File: src/rtl/div_unit_pkg.sv
// Shared constants for the multi-cycle divider.
//   div_state_e          : divider FSM state encoding
//   DivStart / DivStop   : levels of the start request from ex
//   DivResultReady / ... : levels of the ready flag back to ex
//   EXE_DIV_OP / ...     : aluop codes that ex decodes into a divide request
package div_unit_pkg;

    typedef enum logic [1:0] {
        DivFree   = 2'b00,
        DivByZero = 2'b01,
        DivOn     = 2'b10,
        DivEnd    = 2'b11
    } div_state_e;

    localparam logic DivStart          = 1'b1;
    localparam logic DivStop           = 1'b0;
    localparam logic DivResultReady    = 1'b1;
    localparam logic DivResultNotReady = 1'b0;

    localparam logic [7:0] EXE_DIV_OP  = 8'b0001_1010;
    localparam logic [7:0] EXE_DIVU_OP = 8'b0001_1011;

endpackage

File: src/rtl/div_unit.sv
// Radix-2 restoring divider for DIV / DIVU, one quotient bit per clock.
//   clk          : system clock, rising edge
//   rst          : synchronous active-high reset (highest priority)
//   signed_div_i : 1 = signed divide, 0 = unsigned
//   opdata1_i    : dividend, sampled only when a divide is accepted
//   opdata2_i    : divisor, sampled only when a divide is accepted
//   start_i      : request; ex keeps it high until it has taken the result
//   annul_i      : flush; abandons an in-flight divide
//   result_o     : {remainder, quotient}, non-zero only while ready_o=1
//   ready_o      : result valid
// Latency from the accepting edge: WIDTH+1 edges, or 1 edge for a zero divisor.
module div_unit
    import div_unit_pkg::*;
#(
    parameter int WIDTH = 32
) (
    input  logic                 clk,
    input  logic                 rst,
    input  logic                 signed_div_i,
    input  logic [WIDTH-1:0]     opdata1_i,
    input  logic [WIDTH-1:0]     opdata2_i,
    input  logic                 start_i,
    input  logic                 annul_i,
    output logic [2*WIDTH-1:0]   result_o,
    output logic                 ready_o
);

    localparam int CNT_W = $clog2(WIDTH + 1);

    div_state_e             state_reg;
    logic [CNT_W-1:0]       cnt_reg;
    // Upper WIDTH+1 bits hold the partial remainder, lower WIDTH bits shift
    // the dividend out and the quotient in.
    logic [2*WIDTH:0]       work_reg;
    logic [WIDTH-1:0]       divisor_reg;
    logic                   neg_q_reg;
    logic                   neg_r_reg;
    logic [2*WIDTH-1:0]     result_reg;
    logic                   ready_reg;

    // Operand magnitudes; the most negative value maps onto itself, which is
    // the correct unsigned magnitude, so overflow wraps without a trap.
    logic                   sign1;
    logic                   sign2;
    logic [WIDTH-1:0]       abs1;
    logic [WIDTH-1:0]       abs2;
    assign sign1 = signed_div_i & opdata1_i[WIDTH-1];
    assign sign2 = signed_div_i & opdata2_i[WIDTH-1];
    assign abs1  = sign1 ? -opdata1_i : opdata1_i;
    assign abs2  = sign2 ? -opdata2_i : opdata2_i;

    // One restoring step. The partial remainder is below the divisor, so after
    // the shift it is below twice the divisor and the WIDTH+1-bit difference
    // cannot overflow; its MSB is therefore a valid sign bit.
    logic [2*WIDTH:0]       shifted;
    logic [WIDTH:0]         trial;
    assign shifted = work_reg << 1;
    assign trial   = shifted[2*WIDTH:WIDTH] - {1'b0, divisor_reg};

    logic [WIDTH-1:0]       q_fix;
    logic [WIDTH-1:0]       r_fix;
    assign q_fix = neg_q_reg ? -work_reg[WIDTH-1:0] : work_reg[WIDTH-1:0];
    assign r_fix = neg_r_reg ? -work_reg[2*WIDTH-1:WIDTH] : work_reg[2*WIDTH-1:WIDTH];

    always_ff @(posedge clk) begin
        if (rst) begin
            state_reg   <= DivFree;
            cnt_reg     <= '0;
            work_reg    <= '0;
            divisor_reg <= '0;
            neg_q_reg   <= 1'b0;
            neg_r_reg   <= 1'b0;
            result_reg  <= '0;
            ready_reg   <= DivResultNotReady;
        end else begin
            case (state_reg)
                DivFree: begin
                    result_reg <= '0;
                    ready_reg  <= DivResultNotReady;
                    if (start_i == DivStart && !annul_i) begin
                        work_reg    <= {{(WIDTH+1){1'b0}}, abs1};
                        divisor_reg <= abs2;
                        neg_q_reg   <= sign1 ^ sign2;
                        neg_r_reg   <= sign1;
                        cnt_reg     <= '0;
                        state_reg   <= (abs2 == '0) ? DivByZero : DivOn;
                    end
                end
                DivByZero: begin
                    result_reg <= '0;
                    ready_reg  <= DivResultReady;
                    state_reg  <= DivEnd;
                end
                DivOn: begin
                    if (annul_i) begin
                        result_reg <= '0;
                        ready_reg  <= DivResultNotReady;
                        state_reg  <= DivFree;
                    end else if (cnt_reg == CNT_W'(WIDTH)) begin
                        result_reg <= {r_fix, q_fix};
                        ready_reg  <= DivResultReady;
                        state_reg  <= DivEnd;
                    end else begin
                        if (trial[WIDTH]) begin
                            work_reg <= shifted;
                        end else begin
                            work_reg <= {trial, shifted[WIDTH-1:1], 1'b1};
                        end
                        cnt_reg <= cnt_reg + CNT_W'(1);
                    end
                end
                DivEnd: begin
                    if (annul_i || start_i == DivStop) begin
                        result_reg <= '0;
                        ready_reg  <= DivResultNotReady;
                        state_reg  <= DivFree;
                    end
                end
                default: begin
                    result_reg <= '0;
                    ready_reg  <= DivResultNotReady;
                    state_reg  <= DivFree;
                end
            endcase
        end
    end

    assign result_o = result_reg;
    assign ready_o  = ready_reg;

endmodule

File: config.mk
export PLATFORM = sky130hd
export DESIGN_NAME = div_unit
export DESIGN_NICKNAME = d
export VERILOG_FILES = /design/src/rtl/div_unit_pkg.sv /design/src/rtl/div_unit.sv
export SDC_FILE = /design/constraint.sdc
export NUM_CORES = 1
export LEC_CHECK = 0
export CAP_MARGIN = 25
export CORE_MARGIN = 1
export CORE_UTILIZATION = 52
export DETAILED_ROUTE_END_ITERATION = 10
export MAX_ROUTING_LAYER = met4
export PLACE_DENSITY = 0.82
export SLEW_MARGIN = 20
export SYNTH_ARGS = -nofsm -noshare
export SYNTH_HDL_FRONTEND = slang
export SYNTH_SLANG_ARGS = --single-unit
File: constraint.sdc
create_clock -name clk -period 2.94 [get_ports clk]
set_input_delay 0.588 -clock clk [delete_from_list [all_inputs] [get_ports clk]]
set_output_delay 0.588 -clock clk [all_outputs]
set_load 0.005 [all_outputs]
# Word level (Yosys, flattened, before mapping)
# Index checks and enable logic that the tools add are counted.
[word_totals] in_bits=69 out_inout_bits=65 ff_bits=171
[op_classes] n_eq_ne=9 muxes=27 bitwise=4 n_reduce_logical=11 add_sub_neg=6
[ops] operator="two-way mux 64 bit" n=7
[ops] operator="one-hot mux 64 bit (3 select lines)" n=1
[ops] operator="two-way mux 32 bit" n=4
[ops] operator="negator 32 bit" n=4
[ops] operator="one-hot mux 64 bit (2 select lines)" n=1
[ops] operator="subtractor 33 x 32 -> 33 bit" n=1
[ops] operator="zero test 32 bit" n=1
[ops] operator="two-way mux 6 bit" n=3
[ops] operator="one-hot mux 6 bit (2 select lines)" n=1
[ops] operator="two-way mux 2 bit" n=5
[ops] operator="inequality test 2 bit (second input constant)" n=4
[ops] operator="one-hot mux 2 bit (4 select lines)" n=1
[ops] operator="adder 6 x 1 -> 6 bit (second input constant)" n=1
[ops] operator="equality test 6 bit (second input constant)" n=1
[ops] operator="equality test 2 bit (second input constant)" n=2
[ops] operator="one-hot mux 1 bit (4 select lines)" n=1
[ops] operator="AND reduction 2 bit" n=2
[ops] operator="AND reduction 4 bit" n=1
[ops] operator="two-way mux 1 bit" n=3
[ops] operator="inequality test 3 bit (second input constant)" n=1
[ops] operator="AND reduction 3 bit" n=1
[ops] operator="AND 1 bit" n=2
[ops] operator="equality test 2 x 1 -> 1 bit (second input constant)" n=1
[ops] operator="zero test 2 bit" n=1
[ops] operator="7 further kinds" n=7

# Longest topological paths before layout
# Gate-level depths: netlist of the first run.
[logic_depth] word_depth=6 mapped_depth=13 ltp_nobuf=12

# Least setup slack after synthesis of the first run
# No wires, ideal clock.
[synth_path] kind="reg-to-reg" from="register work_reg[31]" to="register work_reg[36]" arrival_ps=3048 setup_time_ps=128 stages_incl_launch_ff=14 required_time_ps=2812 slack_ps=-236 cell_sequence="dfxtp_1 inv_1 ha_1 fa_1 nor2b_1 o31a_1 o21ai_1 and2_1 o311ai_1 a41oi_1 xnor2_2 buf_2 mux2i_1 o21ai_0"
[synth_via] elab_chain_len=5
[synth_lines] element="from (decl)" line="div_unit.sv:34" text="logic [2*WIDTH:0] work_reg;"
[synth_lines] element="from (signal assigned)" line="div_unit.sv:81" text="work_reg <= {{(WIDTH+1){1'b0}}, abs1};"
[synth_lines] element="from (signal assigned)" line="div_unit.sv:105" text="work_reg <= shifted;"
[synth_lines] element="from (signal assigned)" line="div_unit.sv:107" text="work_reg <= {trial, shifted[WIDTH-1:1], 1'b1};"
[synth_lines] element="subtractor 33 x 32 -> 33 bit" line="div_unit.sv:58" text="assign trial = shifted[2*WIDTH:WIDTH] - {1'b0, divisor_reg};"
[synth_lines] element="two-way mux 64 bit" line="div_unit.sv:104" text="if (trial[WIDTH]) begin"
[synth_lines] element="two-way mux 64 bit" line="div_unit.sv:99" text="end else if (cnt_reg == CNT_W'(WIDTH)) begin"
[synth_lines] element="two-way mux 64 bit" line="div_unit.sv:95" text="if (annul_i) begin"
[synth_lines] element="one-hot mux 64 bit (2 select lines)" line="div_unit.sv:76" text="case (state_reg)"
# No other way between the ends. The select of a mux whose other input is x is not followed.
# A chain may end at the register's enable or synchronous reset.

# Final worst setup path of the first run
[layout_path] from="register work_reg[31]" to="register work_reg[53]"
# Same word-level chain as after synthesis.

==> reports/qor.csv, run 1 <==
stage;metric;value;unit
layout;drive_above_1_share;0.176;
routing;final_antenna_net_count;0;
sta;fmax;331;MHz
floorplan;rows;53;
layout;fin_nets;1826;
floorplan;die_x;148;um
pwr;fin_total_pwr;0.00884;W
critical_path;crit_type;register to register;
routing;first_pass_iters;5;
sta;setup_viol;15;
clocking;cts_made_buffers;17;
outcome;violations;setup timing;
yosys;synth_top_family_by_area;compound AO/OA/AOI/OAI gates;
clocking;cts_tree;built;
layout;fill_cells;1642;
clocking;clockBufferDepth;2;
layout;most-common-layout-cells;nand2_1 (208), buf_4 (178), dfxtp_1 (168);
sta;skew;0.00908;ns
pwr;p_leak;5.96;nW
routing;routedWlPerCell;16.5;um
critical_path;critical_path.startpoint_type;register;
routing;viasPerCell;5.80;
layout;diodes;0;
clocking;clk_latency;0.44;ns
sta;tightest_slew;0.916;ns
placed_design;dp_hpwl;24.3;mm
floorplan;die_y;148;um
yosys;async_flop_share;0;
yosys;syn_avg_cell_area;7.63;um^2
yosys;synth_warnings;0;
run;maxCapViolCount;0;
floorplan;start_util;0.528;
global_routing;grt_start_max_net_pins;61;
yosys;yosysUniqueCellTypes;69;
yosys;synth-simple-area-share;0.214;
clocking;holdBufCountCts;0;
yosys;muxShareOfSynthArea;0.0303;
global_routing;grt-ovfl-total;0;
routing;drc_errors;0;
layout;fin_area;0.0150;mm^2
yosys;synth.cell_area;0.0111;mm^2
clocking;path_clk_slew;0.07;ns
floorplan;die_area;0.0219;mm^2
floorplan;pin_count;134;
yosys;yosysSeqAreaShare;0.309;
sta;slew_headroom;0.387;
pwr;ir_worst_vdd;0.466;mV
global_routing;first_global_vias;10700;
clocking;cts.htree.levels;4;
hold_path;hold_path_class;register to register;
outcome;status;finished with violations;
pwr;p_per_area;590;mW/mm^2
floorplan;core;0.0210;mm^2
sta;finalWorstSetupSlack;-0.0792;ns
placed_design;port-buffer-count;133;
yosys;synth-main-ff-cell;dfxtp_1;
critical_path;worstPathRequired;3.31;ns
yosys;synth-xor-area-share;0.121;
sta;slew_violations;0;
sta;timing.hold.ws;0.450;ns
yosys;synth-edff-count;0;
layout;final_core_util;0.715;
clocking;cts_root_buf;clkbuf_16;
critical_path;arrival;3.39;ns
yosys;ys_seq_elements;171;
yosys;synth_nets;1564;
critical_path;startpoint;work_reg[31];
hold_path;hp-start;result_o[48];
critical_path;worstPathMaxFanout;7;
clocking;clock_sinks;171;
layout;syn_to_final_growth;35.2;%
yosys;synthAdderAreaFrac;0.0493;
global_routing;grt.total_usage;0.306;
placed_design;routabilityCongestion;0.932;
layout;final_common_cell;nand2_1;
critical_path;crit_path_end_kind;register;
sta;finalHoldViolCount;0;
global_routing;antenna_found_initial;0;
critical_path;rr_startpoint;work_reg[31];
placed_design;place_area;0.0138;mm^2
global_routing;grt_pass1_wl;52.6;mm
yosys;synth-compound-area-share;0.231;
yosys;synthCells;1452;
sta;post-route-period-util;1.03;
routing;drt_wl_total;33.0;mm
routing;vias;11600;
sta;fin_crit;3.02;ns
routing;dr.first_iter.drc_count;973;
sta;rsz0062_at_grt;yes;
[layer usage]
metal	GRT usage	vias to the layer above	share of wire
met2	0.461	472	0.45
li1	-	5689	-
met5	-	-	0
met1	0.417	5385	0.46
met3	0.0420	60	0.074
met4	0.110	0	0.024
[worst max-delay path, cell delays in order (launching register included)]
cell and delay [ns]:
dfxtp_2 0.33, inv_2 0.05, ha_4 0.16, fa_2 0.35
nor2b_2 0.13, o31a_1 0.18, o21ai_2 0.09, and2_4 0.18
o311ai_4 0.31, a41oi_4 0.21, xnor2_4 0.20, buf_6 0.15
buf_6 0.11, or2_1 0.23, buf_6 0.15, o21ai_2 0.12
[what timing repair did]
action | CTS | global route
gates resized for setup | 39 | 76
setup buffers | 16 | 9
pin swaps | 15 | 22
hold endpoints to repair | 0 | 0
gates cloned | 1 | 0
endpoints found under the setup margin | 39 | 53
[report_power, final]
part	total (W)	internal, W	switching (W)
sequential	0.00281	0.00256	0.000252
combinational	0.00377	0.00166	0.00211
clock	0.00226	0.00130	0.000963
[synthesized netlist by cell type (7+ instances only)]
cell type	number	area share
nand2_1	209	0.071
dfxtp_1	171	0.31
nor2_1	132	0.045
o21ai_0	125	0.056
a21oi_1	112	0.051
xor2_1	81	0.064
clkbuf_1	71	0.024
xnor2_1	70	0.055
inv_1	57	0.019
ha_1	42	0.047
nor3_1	36	0.016
a211oi_1	31	0.021
mux2i_1	29	0.026
o31ai_1	27	0.018
a22oi_1	24	0.016
nand3_1	14	0.0063
o211ai_1	14	0.0095
or3_1	14	0.0079
nand4_1	13	0.0073
o41ai_1	13	0.010
a32oi_1	11	0.0087
nor2b_1	11	0.0062
nor4_1	11	0.0062
or4_1	10	0.0068
nand2b_1	9	0.0051
a21o_1	8	0.0054
and2_1	8	0.0045
a31oi_1	7	0.0040
[worst paths after layout]
kind	endpoint	slack, ns	cells after the start
worst max register to register	work_reg[53]	-0.08	15
worst min-delay path	result_o[48]	0.45	2
worst max-delay path	work_reg[53]	-0.08	15
worst min register to register	result_o[48]	0.45	2
[cell type report]
cell class / count / area (um^2) / share of cell area
multi-input combinational: 1148 / 7570 / 0.505
sequential: 171 / 3430 / 0.229
timing repair buffer: 319 / 2830 / 0.189
clock buffer: 19 / 453 / 0.0302
tap: 275 / 344 / 0.0230
inverter: 57 / 214 / 0.0143
clock inverter: 12 / 140 / 0.00936
[stage by stage]
step                      setup TNS (ns)  worst slack, ns  instances
after floorplan                        0         0.000766       1452
after global placement             -9.39           -0.539       1946
after detailed placement          -14.04           -0.560       1946
after CTS                          -1.20           -0.119       1994
after global routing               -3.29           -0.162       2001
final                             -0.488          -0.0792       2001
[cells by family (layout without fill, tap and decap cells)]
logic type	Yosys count	in the layout
muxes	33	33
DFF	171	171
xor gates and xnor gates	152	152
AOI/OAI and AO/OA	412	412
buffers and inverters	133	407
adders and majority gates	43	43
and+or+nand+nor	508	508
Note: power is estimated with default switching activity, not from simulation.
==> inputs of run 2 (changes only) <==
SLEW_MARGIN = 5   (was 20)
==> run 2 against run 1 <==
Effect of this change: the run still ends with setup timing left; global-route usage fell by 0.24 points; combinational power about the same; cell area fell by 0.99%; routed wire length shrank 0.24%; total power down 1.6%; first-iteration DRC count fell by 0.72%; worst hold slack better by 0.00066 ns; clock skew rose by 0.0015 ns; via count is essentially flat; critical path depth is 1 lower; final cell count decreased by 0.20%; non-clock buffer count fell by 3; critical path type unchanged.
==> reports/qor.csv, run 2 (same netlist as run 1, synthesis figures left out) <==
stage;metric;value;unit
sta;setup_tns;-0.490;ns
sta;rsz0062_at_grt;yes;
routing;final_antenna_net_count;0;
sta;slew_headroom;0.303;
routing;routedWlPerCell;16.5;um
outcome;status;finished with violations;
clocking;cts_root_buf;clkbuf_16;
layout;fin_area;0.0148;mm^2
layout;syn_to_final_growth;33.9;%
global_routing;antenna_found_initial;0;
floorplan;die_x;148;um
pwr;switching_share;0.382;
placed_design;dp_hpwl;24.1;mm
routing;vias;11600;
sta;fmax;332;MHz
critical_path;crit_type;register to register;
pwr;fin_total_pwr;0.00870;W
layout;most-common-layout-cells;nand2_1 (208), buf_4 (174), dfxtp_1 (170);
clocking;cts_made_buffers;17;
outcome;violations;setup timing;
sta;slew_violations;0;
placed_design;port-buffer-count;133;
pwr;ir_worst_vdd;0.423;mV
floorplan;core;0.0210;mm^2
clocking;holdBufCountCts;0;
critical_path;crit_path_end_kind;register;
critical_path;worstPathMaxFanout;8;
sta;post-route-period-util;1.02;
layout;fill_cells;1686;
pwr;p_per_area;587;mW/mm^2
global_routing;first_global_vias;10700;
sta;tightest_slew;1.04;ns
clocking;clockBufferDepth;2;
floorplan;die_area;0.0219;mm^2
sta;timing.hold.ws;0.450;ns
run;maxCapViolCount;0;
sta;setup_viol;25;
routing;viasPerCell;5.81;
sta;skew;0.0106;ns
routing;drt_wl_total;33.0;mm
global_routing;grt_pass1_wl;52.6;mm
clocking;cts_tree;built;
critical_path;critical_path.startpoint_type;register;
clocking;clk_latency;0.43;ns
routing;dr.first_iter.drc_count;966;
floorplan;rows;53;
placed_design;routabilityCongestion;0.932;
floorplan;die_y;148;um
sta;finalWorstSetupSlack;-0.0696;ns
sta;fin_crit;3.01;ns
layout;drive_above_1_share;0.168;
pwr;clkPwrFrac;0.247;
layout;fin_nets;1823;
global_routing;grt-ovfl-total;0;
layout;final_core_util;0.708;
layout;final_common_cell;nand2_1;
floorplan;pin_count;134;
pwr;p_comb_frac;0.430;
global_routing;grt_start_max_net_pins;61;
hold_path;hold_path_class;register to register;
global_routing;grt.total_usage;0.304;
critical_path;arrival;3.31;ns
critical_path;worstPathRequired;3.24;ns
clocking;path_clk_slew;0.07;ns
pwr;seq_power_share;0.323;
floorplan;start_util;0.528;
pwr;p_leak;5.87;nW
placed_design;place_area;0.0138;mm^2
pwr;p_switching;0.00332;W
clocking;clock_sinks;171;
routing;first_pass_iters;7;
pwr;internal_power;0.00538;W
clocking;cts.htree.levels;4;
layout;diodes;0;
sta;finalHoldViolCount;0;
routing;drc_errors;0;
==> run 2: cell types whose count changed in the layout (fill, tap and decap cells not counted), sizes merged <==
cell,change
clkdlybuf4s50,+6
clkinv,-6
dlymetal6s2s,-6
buf,-3
clkinvlp,+3
inv,+3
bufinv,-1
==> run 2: metal layers <==
metal	part of all wire	GRT usage	wire length, um	up-vias
met2	0.45	0.468	14900	468
met5	0	-	0	-
met4	0.020	0.0887	652	0
li1	-	-	-	5678
met1	0.46	0.414	15200	5398
met3	0.066	0.0392	2180	61
==> run 2: critical path, cell delays in order (launching register included) <==
cell      delay (ns)
dfxtp_2         0.33
inv_2           0.05
ha_4            0.15
fa_2            0.37
nor2b_4         0.14
o31a_1          0.20
o21ai_2         0.09
and2_4          0.18
o311ai_4        0.27
a41oi_2         0.24
xnor2_4         0.23
buf_12          0.16
buf_6           0.15
mux2i_1         0.19
o21ai_0         0.12
==> run 2: per-stage QoR <==
stage	worst slack, ns	cells
6_report	-0.0696	1997
5_1_grt	-0.103	1997
4_1_cts	-0.0511	1993
3_5_place_dp	-0.578	1947
3_3_place_gp	-0.539	1946
2_1_floorplan	0.000766	1452
==> run 2: cell type report <==
class	count	area, um^2	share of cell area
clock buffer	19	433	0.0292
clock inverter	11	114	0.00768
inverter	57	214	0.0144
multi-input combinational	1148	7470	0.504
sequential	171	3420	0.231
tap	275	344	0.0232
timing repair buffer	316	2830	0.191
==> run 2: final timing paths <==
check,depth (start not counted),start,slack [ns],end
worst min register to register,2,result_o[49],0.45,result_o[49]
worst max-delay path,14,work_reg[31],-0.07,work_reg[57]
worst min-delay path,2,result_o[49],0.45,result_o[49]
worst max register to register,14,work_reg[31],-0.07,work_reg[57]
==> run 2: power groups by stage <==
stage	Combinational [W]	Sequential [W]	Clock, W
after CTS	0.00357	0.00279	0.00216
after global placement	0.00329	0.00282	0
final	0.00374	0.00281	0.00215
after detailed placement	0.00336	0.00284	0
after floorplan	0.00224	0.00279	0
after global routing	0.00407	0.00283	0.00226
==> run 2: repair_timing <==
item | in CTS | in global routing
resized for setup | 42 | 43
cloned | 2 | 0
buffers inserted | 14 | 4
endpoints found under the hold margin | 0 | 0
setup endpoints to repair | 42 | 47
pin swaps | 11 | 23
